$ cat src/rtl/tfe_pkg.sv
// Shared constants, operand/result types and sequencer state encoding
// for the tensor front-end datapath.
package tfe_pkg;

    localparam int VAR_WIDTH  = 8;
    localparam int DATA_WIDTH = 2 * VAR_WIDTH;
    localparam int M_SIZE     = 4;

    typedef logic [VAR_WIDTH-1:0]  operand_t;
    typedef logic [DATA_WIDTH-1:0] result_t;

    typedef enum logic [1:0] {
        IDLE,
        CLEAR,
        LOAD,
        DONE
    } mac_seq_state_e;

endpackage

$ cat src/rtl/mac_multiply_stage.sv
// Registered unsigned multiplier with valid flag; the product reads zero
// whenever valid is low so downstream never sees a stale value.
module mac_multiply_stage #(
    parameter int VAR_WIDTH  = tfe_pkg::VAR_WIDTH,
    parameter int DATA_WIDTH = tfe_pkg::DATA_WIDTH
) (
    input  logic                  clock,
    input  logic                  flush,
    input  logic                  load,
    input  logic [VAR_WIDTH-1:0]  a,
    input  logic [VAR_WIDTH-1:0]  b,
    output logic [DATA_WIDTH-1:0] product,
    output logic                  valid
);

    logic [DATA_WIDTH-1:0] a_ext_p0;
    logic [DATA_WIDTH-1:0] b_ext_p0;
    logic [DATA_WIDTH-1:0] prod_p1;
    logic                  vld_p1;

    assign a_ext_p0 = {{(DATA_WIDTH-VAR_WIDTH){1'b0}}, a};
    assign b_ext_p0 = {{(DATA_WIDTH-VAR_WIDTH){1'b0}}, b};

    // p0 -> p1: operands captured as a full-width product
    always_ff @(posedge clock) begin
        if (flush) begin
            prod_p1 <= '0;
            vld_p1  <= 1'b0;
        end else if (load) begin
            prod_p1 <= a_ext_p0 * b_ext_p0;
            vld_p1  <= 1'b1;
        end else begin
            prod_p1 <= '0;
            vld_p1  <= 1'b0;
        end
    end

    assign product = prod_p1;
    assign valid   = vld_p1;

endmodule

$ cat src/rtl/matrix_mac_sequencer.sv
// Feeds one dot product of M_SIZE operand pairs into the accumulate unit:
// clear pulse, one registered product per accepted beat, done pulse.
module matrix_mac_sequencer #(
    parameter int VAR_WIDTH  = tfe_pkg::VAR_WIDTH,
    parameter int DATA_WIDTH = tfe_pkg::DATA_WIDTH,
    parameter int M_SIZE     = tfe_pkg::M_SIZE
) (
    input  logic                  clock,
    input  logic                  reset,
    input  logic                  start,
    input  logic                  abort,
    input  logic                  in_valid,
    output logic                  in_ready,
    input  logic [VAR_WIDTH-1:0]  a_in,
    input  logic [VAR_WIDTH-1:0]  b_in,
    output logic [DATA_WIDTH-1:0] result,
    output logic                  acc_enable,
    output logic                  acc_clear,
    output logic                  dot_done,
    output logic                  busy
);

    import tfe_pkg::*;

    localparam int CNT_W = $clog2(M_SIZE);
    localparam logic [CNT_W-1:0] LAST_BEAT = CNT_W'(M_SIZE - 1);

    mac_seq_state_e   state_q, state_d;
    logic [CNT_W-1:0] cnt_q, cnt_d;
    logic             beat;
    logic             kill;

    assign beat = in_valid && (state_q == LOAD);
    // abort only matters once a dot product is under way
    assign kill = abort && (state_q != IDLE);

    always_ff @(posedge clock) begin
        if (reset) begin
            state_q <= IDLE;
            cnt_q   <= '0;
        end else begin
            state_q <= state_d;
            cnt_q   <= cnt_d;
        end
    end

    always_comb begin
        state_d = state_q;
        cnt_d   = cnt_q;
        case (state_q)
            IDLE: begin
                if (start && !abort) state_d = CLEAR;
            end
            CLEAR: begin
                state_d = LOAD;
                cnt_d   = '0;
            end
            LOAD: begin
                if (beat) begin
                    if (cnt_q == LAST_BEAT) begin
                        state_d = DONE;
                        cnt_d   = '0;
                    end else begin
                        cnt_d = cnt_q + CNT_W'(1);
                    end
                end
            end
            DONE: begin
                state_d = IDLE;
            end
            default: begin
                state_d = IDLE;
                cnt_d   = '0;
            end
        endcase
        if (kill) begin
            state_d = IDLE;
            cnt_d   = '0;
        end
    end

    // DONE is entered on the same edge that registers the last product,
    // so dot_done lines up with the final acc_enable
    mac_multiply_stage #(
        .VAR_WIDTH  (VAR_WIDTH),
        .DATA_WIDTH (DATA_WIDTH)
    ) u_mul (
        .clock   (clock),
        .flush   (reset || kill),
        .load    (beat),
        .a       (a_in),
        .b       (b_in),
        .product (result),
        .valid   (acc_enable)
    );

    assign in_ready  = (state_q == LOAD);
    assign acc_clear = (state_q == CLEAR);
    assign dot_done  = (state_q == DONE);
    assign busy      = (state_q != IDLE);

endmodule

$ cat config.mk
export PLATFORM = sky130hd
export DESIGN_NAME = matrix_mac_sequencer
export DESIGN_NICKNAME = d
export VERILOG_FILES = /design/src/rtl/tfe_pkg.sv /design/src/rtl/mac_multiply_stage.sv /design/src/rtl/matrix_mac_sequencer.sv
export SDC_FILE = /design/constraint.sdc
export NUM_CORES = 1
export LEC_CHECK = 0
export ABC_AREA = 0
export ABC_CLOCK_PERIOD_IN_PS = 6700
export CAP_MARGIN = 20
export CORE_MARGIN = 5
export CORE_UTILIZATION = 60
export DETAILED_ROUTE_END_ITERATION = 8
export DONT_BUFFER_PORTS = 1
export PLACE_DENSITY = 0.73
export SLEW_MARGIN = 15
export SYNTH_ARGS = -nofsm -noshare
export SYNTH_HDL_FRONTEND = slang
export SYNTH_SLANG_ARGS = --single-unit
$ cat constraint.sdc
create_clock -name clock -period 6.7 [get_ports clock]
set_clock_uncertainty 0.2 [all_clocks]
set_input_delay 1.34 -clock clock [delete_from_list [all_inputs] [get_ports clock]]
set_output_delay 1.34 -clock clock [all_outputs]
set_load 0.01 [all_outputs]
==> impl_metrics.csv, run 1 <==
group,metric,value,unit
status,outcome,"finished, final reports clean",
die,die_h,78.65,µm
detailed_routing,num_vias,2060,
power_and_ir_drop,power_density,237.8,nW/µm²
detailed_routing,drc,0,
clock_tree,htreeDepth,1,
clock_tree,cts_tree,"done",
yosys,synth_area_leader_cell,"fa_1",
detailed_routing,wl,5406,µm
flow_run,cap_violations,0,
global_routing,grtUsageMet1,0.2324,
critical_path,required,6640,ps
place,place_ws,1427,ps
global_routing,grt_pass1_vias,2169,
yosys,synth.area.top_cells,"fa_1 25%, ha_1 18%, dfxtp_1 15%",
die,fp.dieArea,6186,µm²
critical_path,worst_setup_path_start_kind,"input port",
critical_path,critPathBufInv,2,
die,rows,25,
critical_path,path_common_cell,"fa_1",
cells_and_area,n_antenna_cell,0,
clock_tree,clock_sinks,21,
clock_tree,cts_buffers,3,
sta,fmax,199.2,MHz
cells_and_area,areaGrowthSynthToFinish,2.743,%
sta,setup_slack,1681,ps
clock_tree,post_cts_buffers,0,
die,io_pins,42,
cells_and_area,final_util,0.6234,
power_and_ir_drop,pwr-share-comb,0.675,
sta,rsz0062_at_grt,"false",
place,place_area,2859,µm²
power_and_ir_drop,switching_share,0.4652,
critical_path,cp_max_fo,8,
min_path,hold_path_class,"flop to flop",
critical_path,end_kind,"flop",
yosys,syn-instance-count,308,
cells_and_area,fin_area,2905,µm²
critical_path,critPathKind,"input port to flop",
detailed_routing,ant_nets,0,
yosys,yosysSeqAreaShare,0.1487,
global_routing,met2_usage,0.3506,
global_routing,grt_pass1_wl,9604,µm
detailed_routing,wl_per_cell,14.89,µm
power_and_ir_drop,power.total,0.6908,mW
cells_and_area,final_cells,363,
critical_path,slowest_delay,550,ps
yosys,yosysUniqueCellTypes,42,
clock_tree,clkTransAtPathRegs,70,ps
yosys,synth_ff_type,"dfxtp_1",
global_routing,antenna_found_initial,0,
cells_and_area,nets,408,
yosys,synth_top_area_share,0.2549,
sta,tightest_slew,380.1,ps
sta,period_minus_slack,5019,ps
clock_tree,clk_latency,260,ps
power_and_ir_drop,ir_drop,0.0001709,V
sta,setup_tns,0,ps
yosys,yosys_warnings,0,
yosys,avgSynthCellArea,9.181,µm²
clock_tree,clockBufferDepth,2,
detailed_routing,first_pass_iters,4,
clock_tree,cts.repair.resized,0,
yosys,synth_edf_count,0,
die,initial_core_util,0.6067,
critical_path,crit_chain,"and2_1, fa_1, inv_1, fa_1, fa_1, inv_1, fa_1, ha_1, a211oi_1, o21bai_1, a21oi_1, o21ai_0, mux2i_1",
critical_path,cp_top_family,"adder cells",
place,dp_hpwl,4545,µm
yosys,synthArstFlopShare,0,
power_and_ir_drop,seqPwrFrac,0.205,
power_and_ir_drop,p_clk_frac,0.119,
sta,drv_slew,0,
sta,finalCritPeriodShare,0.7491,
cells_and_area,drive_gt1_frac,0.05178,
global_routing,grt_max_degree,13,
die,coreArea,4661,µm²
power_and_ir_drop,p_int,0.3694,mW
place,gp_congestion,0.8782,
detailed_routing,viasPerCell,5.675,
detailed_routing,first_iter_violations,60,
place,dp_cells,359,
global_routing,busiest_layer,"met2",
global_routing,grtUsageTotal,0.1932,
critical_path,worst_path_max_delay_cell,"fa_1",
global_routing,overflow,0,
sta,max_slew_margin,0.7445,
clock_tree,cts_hold_buf,0,
clock_tree,ctsRootBufferMaster,"clkbuf_8",
yosys,yosys_register_bits,21,
global_routing,use_met3,0.04931,
critical_path,crit_arrival,4960,ps
yosys,synth_nets,406,
die,die_w,78.65,µm
sta,setup_viol,0,
sta,worst_hold_slack,297.3,ps
power_and_ir_drop,power_switching,0.3213,mW
power_and_ir_drop,leakage,1.455,nW
place,port_buffers,0,
yosys,netlist_area,2828,µm²
sta,hold_viol,0,
[cell usage in the layout, fill, tap and decap left out, drive strengths merged]
cell type,count
a32oi,1
nand2,20
ha,41
o31a,1
clkbuf,3
or2,1
nor2,10
dfxtp,21
a21o,4
nand3,2
and2,54
o31ai,1
a211o,1
and4,1
a21oi,7
a41o,1
xor2,2
fa,36
nand2b,1
o2111ai,1
nor2b,2
and3,2
nand4,2
o21ai,8
clkinv,1
o211ai,1
a211oi,4
nor3,5
o21a,3
a22oi,1
inv,58
or3,4
o21bai,4
mux2i,5
[layer usage]
metal | wire length (µm) | up-vias
met3 | 320 | 8
met2 | 2898 | 48
li1 | - | 986
met1 | 2127 | 1018
met4 | 59 | 0
met5 | 0 | -
[worst min-delay path, stage by stage (launching register included)]
cell	delay, ps
dfxtp_1	340
a32oi_1	60
nor2_1	70
[final cells by class]
class	count	area, µm²
multi-input cells	226	2148
clock inverters	1	5.005
clock buffers	3	41.29
well taps	54	67.56
inverters	58	222.7
flip-flops and latches	21	420.4
fillers	425	1755
[power by group through the flow]
stage                     Sequential (mW)  Combinational [mW]  Clock (mW)
final                               0.142               0.466      0.0825
after global routing                0.143               0.541      0.0939
after CTS                           0.142               0.472      0.0848
after detailed placement            0.144               0.469           0
after global placement              0.144               0.462           0
after floorplan                     0.143               0.381           0
[cells in the mapped netlist (2+ instances only)]
master,count
dfxtp_1,21
and2_1,51
nand2_1,20
nand4_1,2
nand3_1,2
fa_1,36
ha_1,41
xor2_1,2
nor2b_1,2
o21bai_1,4
and2_2,3
mux2i_1,5
o21ai_0,7
nor3_1,5
or3_2,4
o21a_1,3
a211oi_1,3
a21o_1,3
inv_1,56
nor2_1,10
a21oi_1,7
[kinds of logic (layout without fill, tap and decap cells)]
| family | count (synthesis) | in the layout | share of synthesized area |
|---|---|---|---|
| AOI/OAI and AO/OA | 38 | 38 | 0.09469 |
| xor gates and xnor gates | 2 | 2 | 0.006196 |
| muxes | 5 | 5 | 0.01770 |
| and+or+nand+nor | 104 | 104 | 0.2049 |
| buffers and inverters | 61 | 62 | 0.09159 |
| DFF | 21 | 21 | 0.1487 |
| adders and majority gates | 77 | 77 | 0.4363 |
[worst paths after layout]
kind | from | to | slack (ps) | cells after the start
worst min register to register | cnt_q[1]$_SDFFE_PP0P_ | cnt_q[1]$_SDFFE_PP0P_ | 300 | 2
worst max-delay path | b_in[4] | u_mul.product[13]$_SDFF_PP0_ | 1680 | 13
worst max register to register | state_q[0]$_SDFFE_PP0P_ | u_mul.product[12]$_SDFF_PP0_ | 4720 | 7
worst min-delay path | cnt_q[1]$_SDFFE_PP0P_ | cnt_q[1]$_SDFFE_PP0P_ | 300 | 2
[state kept, by name, summed over array words and instances (netlist names)]
name	count
u_mul.valid	1
state_q	2
u_mul.product	16
cnt_q	2
No activity file was read; power rests on OpenSTA's default activity.
==> run 2: changes to the inputs <==
--- a/config.mk
+++ b/config.mk
@@ -6,13 +6,13 @@
 export NUM_CORES = 1
 export LEC_CHECK = 0
 export ABC_AREA = 0
-export ABC_CLOCK_PERIOD_IN_PS = 6700
+export ABC_CLOCK_PERIOD_IN_PS = 4330
 export CAP_MARGIN = 20
 export CORE_MARGIN = 5
-export CORE_UTILIZATION = 60
+export CORE_UTILIZATION = 59
 export DETAILED_ROUTE_END_ITERATION = 8
 export DONT_BUFFER_PORTS = 1
-export PLACE_DENSITY = 0.73
+export PLACE_DENSITY = 0.75
 export SLEW_MARGIN = 15
 export SYNTH_ARGS = -nofsm -noshare
 export SYNTH_HDL_FRONTEND = slang
==> constraint.sdc (replaced) <==
create_clock -name clock -period 4.33 [get_ports clock]
set_clock_uncertainty 0.2 [all_clocks]
set_input_delay 0.866 -clock clock [delete_from_list [all_inputs] [get_ports clock]]
set_output_delay 0.866 -clock clock [all_outputs]
set_load 0.01 [all_outputs]
==> run 2 against run 1 <==
  * Critical path type unchanged
  * Largest power group unchanged
  * Wire length fell by 1.3%
  * Core utilization rose by 4.0 points
  * Clock-buffer cell count increased by 1
  * Critical endpoint is now u_mul.product[15]$_SDFF_PP0_
  * Sequential share of layout area shrank 0.95 points
  * First-iteration DRC count increased by 12%
  * Sequential cell count unchanged
  * Worst setup slack worse by 1500 ps
==> impl_metrics.csv, run 2 (synthesized netlist as in run 1, its figures left out) <==
group,metric,value,unit
place,place_area,3054,µm²
detailed_routing,ant_nets,0,
critical_path,crit_arrival,4190,ps
global_routing,grtUsageTotal,0.1885,
critical_path,critPathBufInv,2,
detailed_routing,drc,0,
clock_tree,cts_buffers,3,
critical_path,worst_path_max_delay_cell,"fa_1",
clock_tree,cts_tree,"done",
critical_path,critPathKind,"input port to flop",
sta,finalCritPeriodShare,0.9677,
die,rows,25,
min_path,hold_path_class,"flop to flop",
sta,setup_viol,0,
sta,period_minus_slack,4190,ps
cells_and_area,largest_reg_flops,16,
cells_and_area,nets,428,
clock_tree,cts.repair.resized,0,
cells_and_area,n_antenna_cell,0,
place,place_ws,-159.8,ps
place,dp_hpwl,4608,µm
sta,drv_slew,0,
critical_path,end_kind,"flop",
power_and_ir_drop,power_switching,0.5331,mW
die,io_pins,42,
place,gp_congestion,0.8748,
cells_and_area,fin_area,3110,µm²
clock_tree,clockBufferDepth,2,
power_and_ir_drop,ir_drop,0.0003047,V
power_and_ir_drop,leakage,1.546,nW
global_routing,overflow,0,
die,die_w,79.23,µm
power_and_ir_drop,power_density,411.7,nW/µm²
global_routing,antenna_found_initial,0,
sta,rsz0062_at_grt,"false",
clock_tree,clock_sinks,21,
power_and_ir_drop,p_clk_frac,0.096,
critical_path,worst_setup_path_start_kind,"input port",
power_and_ir_drop,pwr-share-comb,0.733,
clock_tree,htreeDepth,1,
die,coreArea,4692,µm²
critical_path,required,4330,ps
detailed_routing,num_vias,2082,
cells_and_area,drive_gt1_frac,0.1368,
critical_path,path_common_cell,"fa_1",
die,fp.dieArea,6277,µm²
power_and_ir_drop,seqPwrFrac,0.171,
sta,setup_tns,0,ps
clock_tree,post_cts_buffers,0,
cells_and_area,areaGrowthSynthToFinish,10.00,%
critical_path,slowest_delay,560,ps
global_routing,grt_max_degree,12,
critical_path,cp_max_fo,8,
power_and_ir_drop,switching_share,0.4163,
global_routing,grt_pass1_wl,9549,µm
clock_tree,cts_hold_buf,0,
sta,fmax,238.7,MHz
sta,max_slew_margin,0.7544,
detailed_routing,viasPerCell,5.436,
detailed_routing,wl_per_cell,13.93,µm
sta,hold_viol,0,
sta,setup_slack,140.0,ps
clock_tree,ctsRootBufferMaster,"clkbuf_8",
cells_and_area,layout_common_cells,"55 x inv_1, 50 x and2_1, 39 x ha_1",
detailed_routing,wl,5337,µm
global_routing,grt_pass1_vias,2173,
detailed_routing,first_iter_violations,67,
place,port_buffers,0,
die,die_h,79.23,µm
die,initial_core_util,0.6027,
power_and_ir_drop,p_int,0.7474,mW
clock_tree,clkTransAtPathRegs,70,ps
cells_and_area,final_common_cell,"inv_1",
critical_path,cp_top_family,"adder cells",
critical_path,crit_chain,"and2_1, fa_1, fa_1, fa_1, inv_1, fa_1, inv_1, ha_1, a41o_1, o31ai_2, a211o_1, nand2_1",
sta,tightest_slew,368.4,ps
clock_tree,clk_latency,250,ps
detailed_routing,first_pass_iters,4,
sta,worst_hold_slack,315.3,ps
status,outcome,"finished, final reports clean",
flow_run,cap_violations,0,
run 2: layout make-up:
cell class	count	area, µm²
clock buffers	4	45.04
fillers	403	1582
inverters	58	222.7
multi-input cells	226	2205
flip-flops and latches	21	420.4
well taps	54	67.56
repair buffers	20	150.1
run 2: power by group through the flow:
stage / sequential [mW] / combinational (mW) / clock, mW
global route: 0.221 / 1.07 / 0.137
finish: 0.219 / 0.938 / 0.123
CTS: 0.219 / 0.935 / 0.128
floorplan: 0.221 / 0.640 / 0
global placement: 0.223 / 0.917 / 0
detailed placement: 0.223 / 0.926 / 0
run 2: worst paths after layout:
check,startpoint,to,slack [ps],cells past startpoint
worst max register to register,state_q[0]$_SDFFE_PP0P_,u_mul.product[0]$_SDFF_PP0_,2410,7
worst max-delay path,a_in[4],u_mul.product[15]$_SDFF_PP0_,140,12
worst min register to register,cnt_q[1]$_SDFFE_PP0P_,cnt_q[1]$_SDFFE_PP0P_,320,2
worst min-delay path,cnt_q[1]$_SDFFE_PP0P_,cnt_q[1]$_SDFFE_PP0P_,320,2
run 2: worst register-to-register path, stage by stage (launching register included):
cell and delay (ps):
dfxtp_1 400, inv_1 80, ha_1 230, inv_2 100, a21o_4 160, or2_1 340, inv_6 90, and3_2 220
run 2: metrics by stage:
| step | util | instances | total power, mW |
|---|---|---|---|
| after detailed placement | 0.6509 | 379 | 1.150 |
| after CTS | 0.6605 | 383 | 1.283 |
| after floorplan | - | 308 | 0.8611 |
| after global routing | 0.6629 | 383 | 1.433 |
| final | 0.6629 | 383 | 1.280 |
| after global placement | 0.6509 | 379 | 1.140 |
run 2: per-layer routing:
metal | share of wire | GRT usage
met4 | 0.0067 | 0.02921
met1 | 0.42 | 0.2213
met5 | 0 | 0
met3 | 0.035 | 0.03401
met2 | 0.54 | 0.3603
==> run 3: changes to the inputs <==
--- a/config.mk
+++ b/config.mk
@@ -9,11 +9,12 @@
 export ABC_CLOCK_PERIOD_IN_PS = 4330
 export CAP_MARGIN = 20
 export CORE_MARGIN = 5
-export CORE_UTILIZATION = 59
+export CORE_UTILIZATION = 60
+export CTS_BUF_LIST = sky130_fd_sc_hd__clkbuf_8
 export DETAILED_ROUTE_END_ITERATION = 8
 export DONT_BUFFER_PORTS = 1
-export PLACE_DENSITY = 0.75
-export SLEW_MARGIN = 15
+export PLACE_DENSITY = 0.76
+export SLEW_MARGIN = 20
 export SYNTH_ARGS = -nofsm -noshare
 export SYNTH_HDL_FRONTEND = slang
 export SYNTH_SLANG_ARGS = --single-unit
==> run 3 against run 2 <==
  * Core utilization up 0.66 points
  * Global-route usage increased by 0.88 points
  * Clock-buffer cell count down 1
  * Die area decreased by 1.5%
  * Hold slack improved by 1.9 ps
  * Critical path depth unchanged
  * Cell area grew 0.32%
  * Sequential share of layout area barely moved
  * Critical path type unchanged
  * Largest power group unchanged
  * Highest routed layer unchanged
==> impl_metrics.csv, run 3 (synthesized netlist as in run 1, its figures left out) <==
group,metric,value,unit
clock_tree,cts_tree,"done",
place,dp_hpwl,4661,µm
sta,worst_hold_slack,317.2,ps
die,rows,25,
global_routing,antenna_found_initial,0,
critical_path,required,4340,ps
critical_path,reg2reg_to,"u_mul.product[0]$_SDFF_PP0_",
place,place_ws,-210.6,ps
cells_and_area,final_common_cell,"inv_1",
cells_and_area,areaGrowthSynthToFinish,10.35,%
critical_path,end_kind,"flop",
clock_tree,ctsRootBufferMaster,"clkbuf_8",
global_routing,grt_max_degree,13,
detailed_routing,ant_nets,0,
critical_path,critPathKind,"input port to flop",
detailed_routing,wl_per_cell,14.32,µm
clock_tree,htreeDepth,1,
critical_path,r2r_cells,7,
sta,setup_tns,0,ps
place,port_buffers,0,
sta,period_minus_slack,4224,ps
power_and_ir_drop,leakage,1.539,nW
clock_tree,clock_sinks,21,
cells_and_area,n_antenna_cell,0,
sta,fmax,236.8,MHz
detailed_routing,first_pass_iters,4,
global_routing,grt_pass1_wl,9901,µm
sta,rsz0062_at_grt,"true",
sta,setup_slack,106.2,ps
die,die_w,78.65,µm
detailed_routing,viasPerCell,5.510,
global_routing,overflow,0,
die,die_h,78.65,µm
sta,finalCritPeriodShare,0.9755,
clock_tree,clkTransAtPathRegs,80,ps
cells_and_area,largest_reg_flops,16,
critical_path,worst_setup_path_start_kind,"input port",
sta,tightest_slew,395.0,ps
clock_tree,cts_buffers,3,
cells_and_area,nets,427,
cells_and_area,drive_gt1_frac,0.1433,
sta,hold_viol,0,
place,gp_congestion,0.8732,
sta,setup_viol,0,
critical_path,cp_max_fo,8,
die,coreArea,4661,µm²
sta,max_slew_margin,0.7367,
detailed_routing,wl,5471,µm
detailed_routing,num_vias,2105,
power_and_ir_drop,ir_drop,0.0002301,V
clock_tree,clockBufferDepth,2,
detailed_routing,drc,0,
critical_path,cp-endpoint,"u_mul.product[15]$_SDFF_PP0_",
cells_and_area,layout_common_cells,"55 x inv_1, 50 x and2_1, 37 x ha_1",
global_routing,grt_pass1_vias,2277,
critical_path,cp-startpoint,"b_in[5]",
power_and_ir_drop,power_density,409.6,nW/µm²
global_routing,grtUsageTotal,0.1973,
flow_run,cap_violations,0,
min_path,hold_path_class,"flop to flop",
critical_path,reg2reg_slack,2370,ps
detailed_routing,first_iter_violations,92,
critical_path,r2r_start,"state_q[0]$_SDFFE_PP0P_",
die,io_pins,42,
clock_tree,clk_latency,260,ps
die,fp.dieArea,6186,µm²
sta,drv_slew,0,
status,outcome,"finished, final reports clean",
die,initial_core_util,0.6067,
critical_path,crit_arrival,4230,ps
## run 3: changes by cell type in the layout (fill, tap and decap cells not counted), sizes merged
cell,delta
buf,-1
clkbuf,-1
clkinv,+1
## run 3: final cells by class
type / count / area, µm²
clock buffers: 3 / 41.29
clock inverters: 1 / 5.005
fillers: 383 / 1540
inverters: 58 / 222.7
multi-input cells: 226 / 2221
flip-flops and latches: 21 / 420.4
well taps: 54 / 67.56
repair buffers: 19 / 142.6
## run 3: repair_timing
item	in CTS	in global routing
setup endpoints to repair	0	7
setup buffers	0	1
hold buffers	0	0
gates resized for setup	0	5
## run 3: worst min path at each step
| stage | from | end | slack (ps) | depth (start not counted) |
|---|---|---|---|---|
| 6_report | cnt_q[1]$_SDFFE_PP0P_ | cnt_q[1]$_SDFFE_PP0P_ | 320 | 2 |
| 5_1_grt | state_q[0]$_SDFFE_PP0P_ | state_q[0]$_SDFFE_PP0P_ | 380 | 2 |
| 4_1_cts | cnt_q[1]$_SDFFE_PP0P_ | cnt_q[1]$_SDFFE_PP0P_ | 310 | 2 |
| 3_5_place_dp | cnt_q[1]$_SDFFE_PP0P_ | cnt_q[1]$_SDFFE_PP0P_ | 290 | 2 |
| 3_3_place_gp | cnt_q[1]$_SDFFE_PP0P_ | cnt_q[1]$_SDFFE_PP0P_ | 270 | 2 |
| 2_1_floorplan | cnt_q[1]$_SDFFE_PP0P_ | cnt_q[1]$_SDFFE_PP0P_ | 260 | 2 |
## run 3: routing by layer
| layer | track usage | up-vias | wire length, µm |
|---|---|---|---|
| met5 | 0 | - | 0 |
| met2 | 0.3667 | 40 | 2974 |
| met3 | 0.03440 | 10 | 198 |
| met1 | 0.2367 | 1030 | 2222 |
| met4 | 0.04021 | 0 | 76 |
| li1 | - | 1025 | - |
## run 3: power by group
| group | leakage, nW | switching, mW | internal, mW |
|---|---|---|---|
| Combinational | 1.34 | 0.469 | 0.464 |
| Clock | 0.0255 | 0.0623 | 0.0640 |
| Sequential | 0.169 | 0.0124 | 0.207 |
## run 3: per-stage QoR
| step | power (mW) | instance area (µm²) | instances | utilization |
|---|---|---|---|---|
| 2_1_floorplan | 0.8611 | 2879 | 308 | - |
| 5_1_grt | 1.434 | 3120 | 382 | 0.6695 |
| 3_3_place_gp | 1.111 | 3039 | 377 | 0.6521 |
| 6_report | 1.278 | 3120 | 382 | 0.6695 |
| 4_1_cts | 1.261 | 3085 | 381 | 0.6620 |
| 3_5_place_dp | 1.127 | 3039 | 377 | 0.6521 |
## run 3: worst max-delay path, stage by stage
cell	delay (ps)
and2_1	150
fa_1	570
fa_1	450
fa_1	550
inv_1	50
fa_1	530
inv_1	40
ha_2	380
a41o_1	220
o31ai_4	80
a211o_1	280
nand2_1	50
